File: src/rtl/vga_timing_pkg.sv
// Shared 640x480@60 VGA timing constants, counter types and the flag bundle
// carried down the scan-out alignment pipeline.
// Optional feature macro: SCANOUT_BORDER_EN (adds a ring flag to the bundle).
package vga_timing_pkg;

    // Horizontal timing, in pixel clocks from the start of the line.
    localparam int H_ACTIVE   = 640;
    localparam int H_FP_END   = 656;
    localparam int H_SYNC_END = 752;
    localparam int H_TOTAL    = 800;

    // Vertical timing, in lines from the start of the frame.
    localparam int V_ACTIVE   = 480;
    localparam int V_FP_END   = 490;
    localparam int V_SYNC_END = 492;
    localparam int V_TOTAL    = 525;

    typedef logic [9:0] hcount_t;
    typedef logic [9:0] vcount_t;

    // Per-position flags that must travel alongside the VRAM read so they
    // reach the output stage in the same clock as the pixel data.
    typedef struct packed {
        logic hsync;
        logic vsync;
        logic blank_n;
        logic win;
`ifdef SCANOUT_BORDER_EN
        logic ring;
`endif
        logic frame_start;
    } scan_flags_t;

    // What the pipeline holds while flushed: syncs idle high, everything else off.
    localparam scan_flags_t FLAGS_IDLE = '{hsync: 1'b1, vsync: 1'b1, default: 1'b0};

    // Inclusive range test on a 10-bit raster coordinate.
    function automatic logic in_span(input logic [9:0] x,
                                     input logic [9:0] lo,
                                     input logic [9:0] hi);
        return (x >= lo) && (x <= hi);
    endfunction

endpackage

File: src/rtl/vga_timing_gen.sv
// Free-running 800x525 raster counters with raw (unaligned) hsync, vsync,
// active-area and frame-start decodes for the counter position.
module vga_timing_gen
    import vga_timing_pkg::*;
(
    input  logic    clk,
    input  logic    reset,
    output hcount_t h,
    output vcount_t v,
    output logic    hsync,
    output logic    vsync,
    output logic    active,
    output logic    frame_start
);

    localparam hcount_t H_LAST       = hcount_t'(H_TOTAL - 1);
    localparam vcount_t V_LAST       = vcount_t'(V_TOTAL - 1);
    localparam hcount_t H_SYNC_FIRST = hcount_t'(H_FP_END);
    localparam hcount_t H_SYNC_LAST  = hcount_t'(H_SYNC_END - 1);
    localparam vcount_t V_SYNC_FIRST = vcount_t'(V_FP_END);
    localparam vcount_t V_SYNC_LAST  = vcount_t'(V_SYNC_END - 1);
    localparam hcount_t H_ACT_LIM    = hcount_t'(H_ACTIVE);
    localparam vcount_t V_ACT_LIM    = vcount_t'(V_ACTIVE);

    // Raster counters: h wraps at end of line, then v advances and wraps at end of frame.
    // NOTE: state uses non-blocking assignments so every flop samples pre-edge values.
    always_ff @(posedge clk or negedge reset) begin
        if (!reset) begin
            h <= '0;
            v <= '0;
        end else if (h == H_LAST) begin
            h <= '0;
            v <= (v == V_LAST) ? '0 : v + 10'd1;
        end else begin
            h <= h + 10'd1;
        end
    end

    // Raw timing decodes for the position the counters currently hold.
    always_comb begin
        hsync       = !in_span(h, H_SYNC_FIRST, H_SYNC_LAST);
        vsync       = !in_span(v, V_SYNC_FIRST, V_SYNC_LAST);
        active      = (h < H_ACT_LIM) && (v < V_ACT_LIM);
        frame_start = (h == '0) && (v == '0);
    end

endmodule

File: src/rtl/vram_scanout.sv
// GPU-side VRAM scan-out: generates 640x480@60 timing, reads the image out of
// VRAM in raster order and places it at (IMG_X0, IMG_Y0) on a black screen.
// Every output for raster position (h,v) appears VRAM_LATENCY+2 clocks after
// the counters hold (h,v): one clock to register gpu_address, VRAM_LATENCY
// for the read, one for the output register.
// Optional feature macro: SCANOUT_BORDER_EN draws a white 1-pixel ring around
// the image (inside the active area), regardless of display_en.
module vram_scanout
    import vga_timing_pkg::*;
#(
    parameter int ADDR_W       = 32,
    parameter int IMG_W        = 300,
    parameter int IMG_H        = 300,
    parameter int IMG_X0       = 170,
    parameter int IMG_Y0       = 90,
    parameter int VRAM_LATENCY = 1
)(
    input  logic              clk,
    input  logic              reset,
    input  logic              display_en,
    output logic [ADDR_W-1:0] gpu_address,
    input  logic [7:0]        vram_out,
    output logic [7:0]        rgb_out,
    output logic              hsync,
    output logic              vsync,
    output logic              blank_n,
    output logic              frame_start
);

    // Flag stages between the counters and the output register: one for the
    // address register plus one per VRAM latency clock.
    localparam int DEPTH = VRAM_LATENCY + 1;

    localparam hcount_t WX_FIRST = hcount_t'(IMG_X0);
    localparam hcount_t WX_LAST  = hcount_t'(IMG_X0 + IMG_W - 1);
    localparam vcount_t WY_FIRST = vcount_t'(IMG_Y0);
    localparam vcount_t WY_LAST  = vcount_t'(IMG_Y0 + IMG_H - 1);

`ifdef SCANOUT_BORDER_EN
    // Bounding box of window plus ring, clipped to the active area.
    localparam hcount_t BX_FIRST = hcount_t'((IMG_X0 > 0) ? IMG_X0 - 1 : 0);
    localparam hcount_t BX_LAST  = hcount_t'((IMG_X0 + IMG_W < H_ACTIVE) ? IMG_X0 + IMG_W : H_ACTIVE - 1);
    localparam vcount_t BY_FIRST = vcount_t'((IMG_Y0 > 0) ? IMG_Y0 - 1 : 0);
    localparam vcount_t BY_LAST  = vcount_t'((IMG_Y0 + IMG_H < V_ACTIVE) ? IMG_Y0 + IMG_H : V_ACTIVE - 1);
`endif

    // Elaboration-time geometry checks.
    if (IMG_W < 1 || IMG_H < 1 || IMG_X0 < 0 || IMG_Y0 < 0 ||
        IMG_X0 + IMG_W > H_ACTIVE || IMG_Y0 + IMG_H > V_ACTIVE) begin : g_bad_window
        $error("vram_scanout: image window does not fit inside the 640x480 active area");
    end
    if (VRAM_LATENCY < 1 || VRAM_LATENCY > 3) begin : g_bad_latency
        $error("vram_scanout: VRAM_LATENCY must be 1..3");
    end

    hcount_t           h;
    vcount_t           v;
    logic              hsync_raw;
    logic              vsync_raw;
    logic              active_raw;
    logic              frame_start_raw;
    logic              in_win;
    scan_flags_t       stage0;
    scan_flags_t       pipe [DEPTH];
    scan_flags_t       aligned;
    logic [ADDR_W-1:0] addr_cnt;
    logic [ADDR_W-1:0] addr_base;
    logic [7:0]        pixel;

    vga_timing_gen u_timing (
        .clk         (clk),
        .reset       (reset),
        .h           (h),
        .v           (v),
        .hsync       (hsync_raw),
        .vsync       (vsync_raw),
        .active      (active_raw),
        .frame_start (frame_start_raw)
    );

    // Window (and ring) decode for the position the counters hold.
    always_comb begin
        in_win              = in_span(h, WX_FIRST, WX_LAST) && in_span(v, WY_FIRST, WY_LAST);
        stage0              = FLAGS_IDLE;
        stage0.hsync        = hsync_raw;
        stage0.vsync        = vsync_raw;
        stage0.blank_n      = active_raw;
        stage0.win          = in_win;
`ifdef SCANOUT_BORDER_EN
        stage0.ring         = in_span(h, BX_FIRST, BX_LAST) && in_span(v, BY_FIRST, BY_LAST) &&
                              active_raw && !in_win;
`endif
        stage0.frame_start  = frame_start_raw;
    end

    // addr_cnt is the index of the next window pixel; it restarts at the top of
    // every frame so a mid-frame reset or glitch never shifts the next image.
    assign addr_base = frame_start_raw ? '0 : addr_cnt;

    // Address register: issue the index of each in-window position, hold otherwise.
    always_ff @(posedge clk or negedge reset) begin
        if (!reset) begin
            addr_cnt    <= '0;
            gpu_address <= '0;
        end else if (in_win) begin
            gpu_address <= addr_base;
            addr_cnt    <= addr_base + ADDR_W'(1);
        end else begin
            addr_cnt    <= addr_base;
        end
    end

    // Alignment pipeline: delays the timing flags by the address + VRAM latency.
    // NOTE: this small flag array is reset on purpose (unlike a data RAM) so a
    // reset flushes it and no stale sync pulse or frame_start leaks out after release.
    always_ff @(posedge clk or negedge reset) begin
        if (!reset) begin
            for (int i = 0; i < DEPTH; i++) begin
                pipe[i] <= FLAGS_IDLE;
            end
        end else begin
            pipe[0] <= stage0;
            for (int i = 1; i < DEPTH; i++) begin
                pipe[i] <= pipe[i-1];
            end
        end
    end

    assign aligned = pipe[DEPTH-1];

    // Pixel select: image data only inside the window while enabled.
    // NOTE: pixel gets its default first so no path through this block infers a latch.
    always_comb begin
        pixel = 8'h00;
        if (aligned.win && display_en) begin
            pixel = vram_out;
        end
`ifdef SCANOUT_BORDER_EN
        if (aligned.ring) begin
            pixel = 8'hFF;
        end
`endif
    end

    // Output register: every output leaves the block from a flop.
    always_ff @(posedge clk or negedge reset) begin
        if (!reset) begin
            rgb_out     <= 8'h00;
            hsync       <= 1'b1;
            vsync       <= 1'b1;
            blank_n     <= 1'b0;
            frame_start <= 1'b0;
        end else begin
            rgb_out     <= pixel;
            hsync       <= aligned.hsync;
            vsync       <= aligned.vsync;
            blank_n     <= aligned.blank_n;
            frame_start <= aligned.frame_start;
        end
    end

endmodule

File: config.mk
export PLATFORM = sky130hd
export DESIGN_NAME = vram_scanout
export DESIGN_NICKNAME = d
export VERILOG_FILES = /design/src/rtl/vga_timing_pkg.sv /design/src/rtl/vga_timing_gen.sv /design/src/rtl/vram_scanout.sv
export SDC_FILE = /design/constraint.sdc
export NUM_CORES = 1
export LEC_CHECK = 0
export CORE_MARGIN = 10
export CORE_UTILIZATION = 40
export DETAILED_ROUTE_END_ITERATION = 12
export GPL_ROUTABILITY_DRIVEN = 0
export GPL_TIMING_DRIVEN = 0
export MAX_ROUTING_LAYER = met4
export SYNTH_ARGS = -nofsm -noshare
export SYNTH_HDL_FRONTEND = slang
export SYNTH_SLANG_ARGS = --single-unit
File: constraint.sdc
create_clock -name clk -period 3.5 [get_ports clk]
set_clock_uncertainty 0.15 [all_clocks]
set_input_delay 0.525 -clock clk [delete_from_list [all_inputs] [get_ports clk]]
set_output_delay 0.525 -clock clk [all_outputs]
set_load 0.01 [all_outputs]
# Yosys cells after proc, flatten, opt, wreduce, memory -nomap -nowiden
# Cells that the tools add are included.
# word_totals
ff_bits,106
in_bits,11
output_inout_bits,44
word_cells,51
# op_classes
n_addsub,3
order_cmp,10
n_eq_ne,2
muxes,5
n_reduce_logical,12
# ops
op,n
32-bit two-way mux,2
"32-bit by 1-bit adder with 32-bit output, second input constant",1
"10-bit by 9-bit less-or-equal comparator with 1-bit output, second input constant",3
"10-bit by 1-bit adder with 10-bit output, second input constant",2
"10-bit == test, second input constant",2
10-bit zero test,2
10-bit two-way mux,2
"10-bit greater-or-equal comparator, second input constant",1
"10-bit by 7-bit greater-or-equal comparator with 1-bit output, second input constant",1
"10-bit by 8-bit greater-or-equal comparator with 1-bit output, second input constant",1
"10-bit by 9-bit greater-or-equal comparator with 1-bit output, second input constant",1
"10-bit less-or-equal comparator, second input constant",1
"10-bit less-than comparator, second input constant",1
"10-bit by 9-bit less-than comparator with 1-bit output, second input constant",1
1-bit logical AND,8
8-bit two-way mux,1
1-bit zero test,2

# Logic depth before layout (Yosys ltp)
# logic_depth
ltp_word,5
ltp_mapped,15
mapped_depth_nobuf,13

# Cells and area by module
# A second synthesis with hierarchy kept.
# hier_totals
cells_unflattened,474
hier_area_um2,5043.6
# modules_own_cells
module,n_inst,cells_each,area_per_inst_um2,seq_area_each_um2
vram_scanout,1,349,3839.9,2159.6
vga_timing_gen,1,125,1203.7,500.5

# Worst setup path after synthesis
# Ideal clock, no wire load.
# synth_timing
path_type,reg-to-reg
startpoint,reg u_timing.h[5]
endpoint,reg addr_cnt[24]
setup_time_ns,0.132
arrival_time_ns,3.012
required_ns,3.218
path_slack_ns,0.206
stages_incl_launch_ff,16
n_path_buf,3
synth_period_minus_slack_ns,3.294
path_cell_list,dfrtp_1 > clkbuf_1 > nor3_1 > nand3_1 > or3_1 > clkbuf_1 > clkbuf_1 > nand2_1 > inv_1 > ha_1 > inv_1 > nor4_1 > nand4_1 > nor4_1 > xnor2_1 > nor2_1
# synth_via
elab_chain_len,5
elab_cells_between_ends,9
cone_classes,add/sub (1); order compare (2); mux (2); reduce/logical (4)
# synth_lines
item,line,source
start: declaration,vga_timing_gen.sv:8,"output hcount_t h,"
start signal: assignment,vga_timing_gen.sv:35,h <= h + 10'd1;
10-bit zero test,vga_timing_gen.sv:44,frame_start = (h == '0) && (v == '0);
1-bit logical AND,vga_timing_gen.sv:44,
32-bit two-way mux,vram_scanout.sv:98,assign addr_base = frame_start_raw ? '0 : addr_cnt;
net addr_base[0],vram_scanout.sv:67,logic [ADDR_W-1:0] addr_base;
32-bit by 1-bit adder with 32-bit output,vram_scanout.sv:107,addr_cnt <= addr_base + ADDR_W'(1);
32-bit two-way mux,vram_scanout.sv:105,end else if (in_win) begin
end signal: assignment,vram_scanout.sv:107,
end signal: assignment,vram_scanout.sv:109,addr_cnt <= addr_base;
end: declaration,vram_scanout.sv:66,logic [ADDR_W-1:0] addr_cnt;
# The timed path passes the listed nets, and every way through them passes these cells.
# A chain may end at the register's enable or synchronous reset.

# Final worst setup path
# layout_timing
startpoint,reg u_timing.h[0]
endpoint,reg addr_cnt[16]
# Same word-level chain as after synthesis.

==> reports/metrics.csv <==
metric;value;unit
H-tree depth;3;
FF-to-FF End;addr_cnt[16]$_DFF_PN0_;
post-layout util;50.3;%
largest net degree at the start of global routing;63;
ys flop type;dfrtp_1;
multiplexer share of the synthesized area;0.411;%
WP data required;3.62;ns
area occupied by multi-input gates;2070;sq um
top layer in use;met4;
Synth area leaders;dfrtp_1 51%, nand2_1 6.8%, nand3_1 5.0%;
Worst Tran Pin Value;1.16;ns
WL met2;5370;um
Final setup viols;0;
global-route wire length before repair;20100;um
Fin Hold WS;0.0334;ns
# port buffers;54;
die width;130;um
Sequential Area;2660;sq um
core box area;12000;sq um
Yosys top cell by area;dfrtp_1;
GRT Total Usage;15.1;%
post-route setup slack;0.227;ns
worst-path cell chain;inv_1, ha_1, nand3_1, or3_1, clkbuf_1, clkbuf_4, nand2_1, inv_1, ha_1, inv_1, nor2_4, nand4_1, or4_1, a21oi_1;
Die Y;130;um
relative slew slack;22.3;%
YS warnings;0;
worst-path fanout max;10;
ANT cells;0;
RR Startpoint;u_timing.h[0]$_DFF_PN0_;
Final nets;602;
EDFF count, synth;0;
slowest CP cell;or4_1;
worst min path class;in -> async;
IO Count;55;
sequential share of the synthesized area;54.7;%
DR DRC count;0;
initial DRC count;271;
WL per Instance;16.3;um
Setup CP Type;reg -> reg;
worst skew pair latency;0.35;ns
Worst-path clk slew;0.07;ns
initial antenna violation count;0;
pwr dens;394;nW/um^2
outcome;completed;
top cell type's share of synthesized area;51.4;%
share of layout cells above drive strength 1;8.53;%
crit path capture type;register;
TritonCTS clock tree;built;
CTS max path bufs;2;
average via count per standard cell;5.41;
synthesized cell area;4870;sq um
max cap viols;0;
Die ar.;17000;sq um
arrival time at the worst endpoint;3.39;ns
ys async rst share;100;%
post-synth net total;535;
Reg2Reg Setup Slack;0.23;ns
Final ANT Viol Nets;0;
initial core utilization;40.7;%
final WL;12000;um
vias in the first global route;3992;
most used cell, CP;inv_1;
unrepaired setup endpoints after global routing;false;
Post-synth top cells;100 x dfrtp_1, 88 x nand2_1, 49 x nand3_1;
met3 routed WL;770;um
crit-path max cell delay;0.51;ns
final-report hold violation count;0;
simple-gate share of the synthesized area;26.6;%
Post-DP HPWL;8270;um
post-synthesis xor/xnor area fraction;4.68;%
Distinct cells, synth;41;
Fillers;1147;
fmax;305;MHz
total power;2.37;mW
standard-cell rows;40;
Syn Inst Count;514;
compound-gate portion of the synthesized area;7.22;%
maximum vdd drop;0.273;mV
most common cell in the synthesized netlist;dfrtp_1;
Mapped Avg Cell Area;9.47;sq um
Final Critical Period;3.27;ns
via count;3965;
Metal-1 WL;5620;um
startpoint class of the critical path;register;
area grow syn2layout;23.6;%
static leakage;2.69;nW
FF-to-FF path depth;14;
CTS buffer count;9;
largest family of logic cells by synthesized area;simple AND/OR/NAND/NOR gates;
CTS Root Cell;clkbuf_16;
number of synthesized register bits;106;
post-synthesis adder-cell area fraction;2.57;%
GRT overflow;0;
Period Utilization, post-route;93.5;%
CTS Sinks;106;
Max Slew Vio Count;0;
drt pass-1 iters;5;
post-place setup slack;-0.864;ns
==> critical path: cells and delay by family (launching register included) <==
kind | cells | cell delay, ns
and+or+nand+nor | 6 | 1.30
AOI/OAI and AO/OA | 1 | 0.16
adders and majority gates | 2 | 0.42
buffers and inverters | 5 | 0.71
DFF | 1 | 0.44
==> repair_timing <==
item	4_1_cts	5_1_grt
hold buffers	0	0
setup buffers	2	0
resized for setup	4	13
endpoints found under the setup margin	11	11
pin swaps	1	0
==> cell type report <==
| class | instances | share of cell area, % |
|---|---|---|
| timing repair buffer | 57 | 9.65 |
| sequential | 106 | 44.2 |
| tap | 147 | 3.06 |
| inverter | 16 | 0.998 |
| multi-input combinational | 361 | 34.5 |
| clock buffer | 9 | 3.74 |
| buffer | 30 | 2.20 |
| clock inverter | 7 | 1.66 |
==> kinds of logic (layout without fill, tap and decap cells) <==
family | Yosys count | count (layout)
and+or+nand+nor | 263 | 263
DFF | 106 | 106
AOI/OAI and AO/OA | 60 | 60
buffers and inverters | 47 | 119
xor gates and xnor gates | 26 | 26
adders and majority gates | 10 | 10
muxes | 2 | 2
==> cells in the final DEF (no fill, tap or decap), drive strengths merged, types with 18 or more instances in the layout <==
master / instances
clkbuf: 33
nor2: 38
xnor2: 19
dfrtp: 100
nor4: 18
inv: 19
nand3: 49
clkdlybuf4s50: 53
nand2: 88
o21ai: 26
nand4: 19
==> where the power goes <==
part	switching (mW)	internal [mW]	leakage [nW]
logic	0.0256	0.0126	1.10
registers	0	1.22	1.43
clock network	0.475	0.635	0.161
==> per-stage QoR <==
stage,setup TNS [ns],cell area [sq um],std cells
after floorplan,0,4870,514
after global placement,-239.82,5590,715
after detailed placement,-6.34,5620,716
after CTS,0,5980,734
after global routing,0,6020,733
final,0,6020,733
==> sequential cells by signal, summed over array words and instances, names as in the netlist, 5 cells and up <==
name         count
u_timing.v      10
gpu_address     32
addr_cnt        32
aligned          5
pipe             5
u_timing.h      10
rgb_out          8
==> worst max-delay path by stage <==
stage | start | end | slack (ns) | cells past startpoint
finish | u_timing.h[0]$_DFF_PN0_ | addr_cnt[16]$_DFF_PN0_ | 0.23 | 14
global route | u_timing.h[0]$_DFF_PN0_ | addr_cnt[16]$_DFF_PN0_ | 0.002 | 14
CTS | u_timing.h[5]$_DFF_PN0_ | addr_cnt[16]$_DFF_PN0_ | 0.03 | 14
detailed placement | u_timing.h[5]$_DFF_PN0_ | addr_cnt[18]$_DFF_PN0_ | -0.86 | 15
global placement | reset | gpu_address[28]$_DFFE_PN0P_ | -2.29 | 1
floorplan | u_timing.h[5]$_DFF_PN0_ | addr_cnt[24]$_DFF_PN0_ | 0.21 | 15
==> per-layer routing <==
layer	global-route usage, %	vias up
met1	19.8	1924
met2	22.0	105
met5	-	-
met3	3.77	20
met4	5.62	0
li1	-	1916
(Power assumes the default switching activity.)
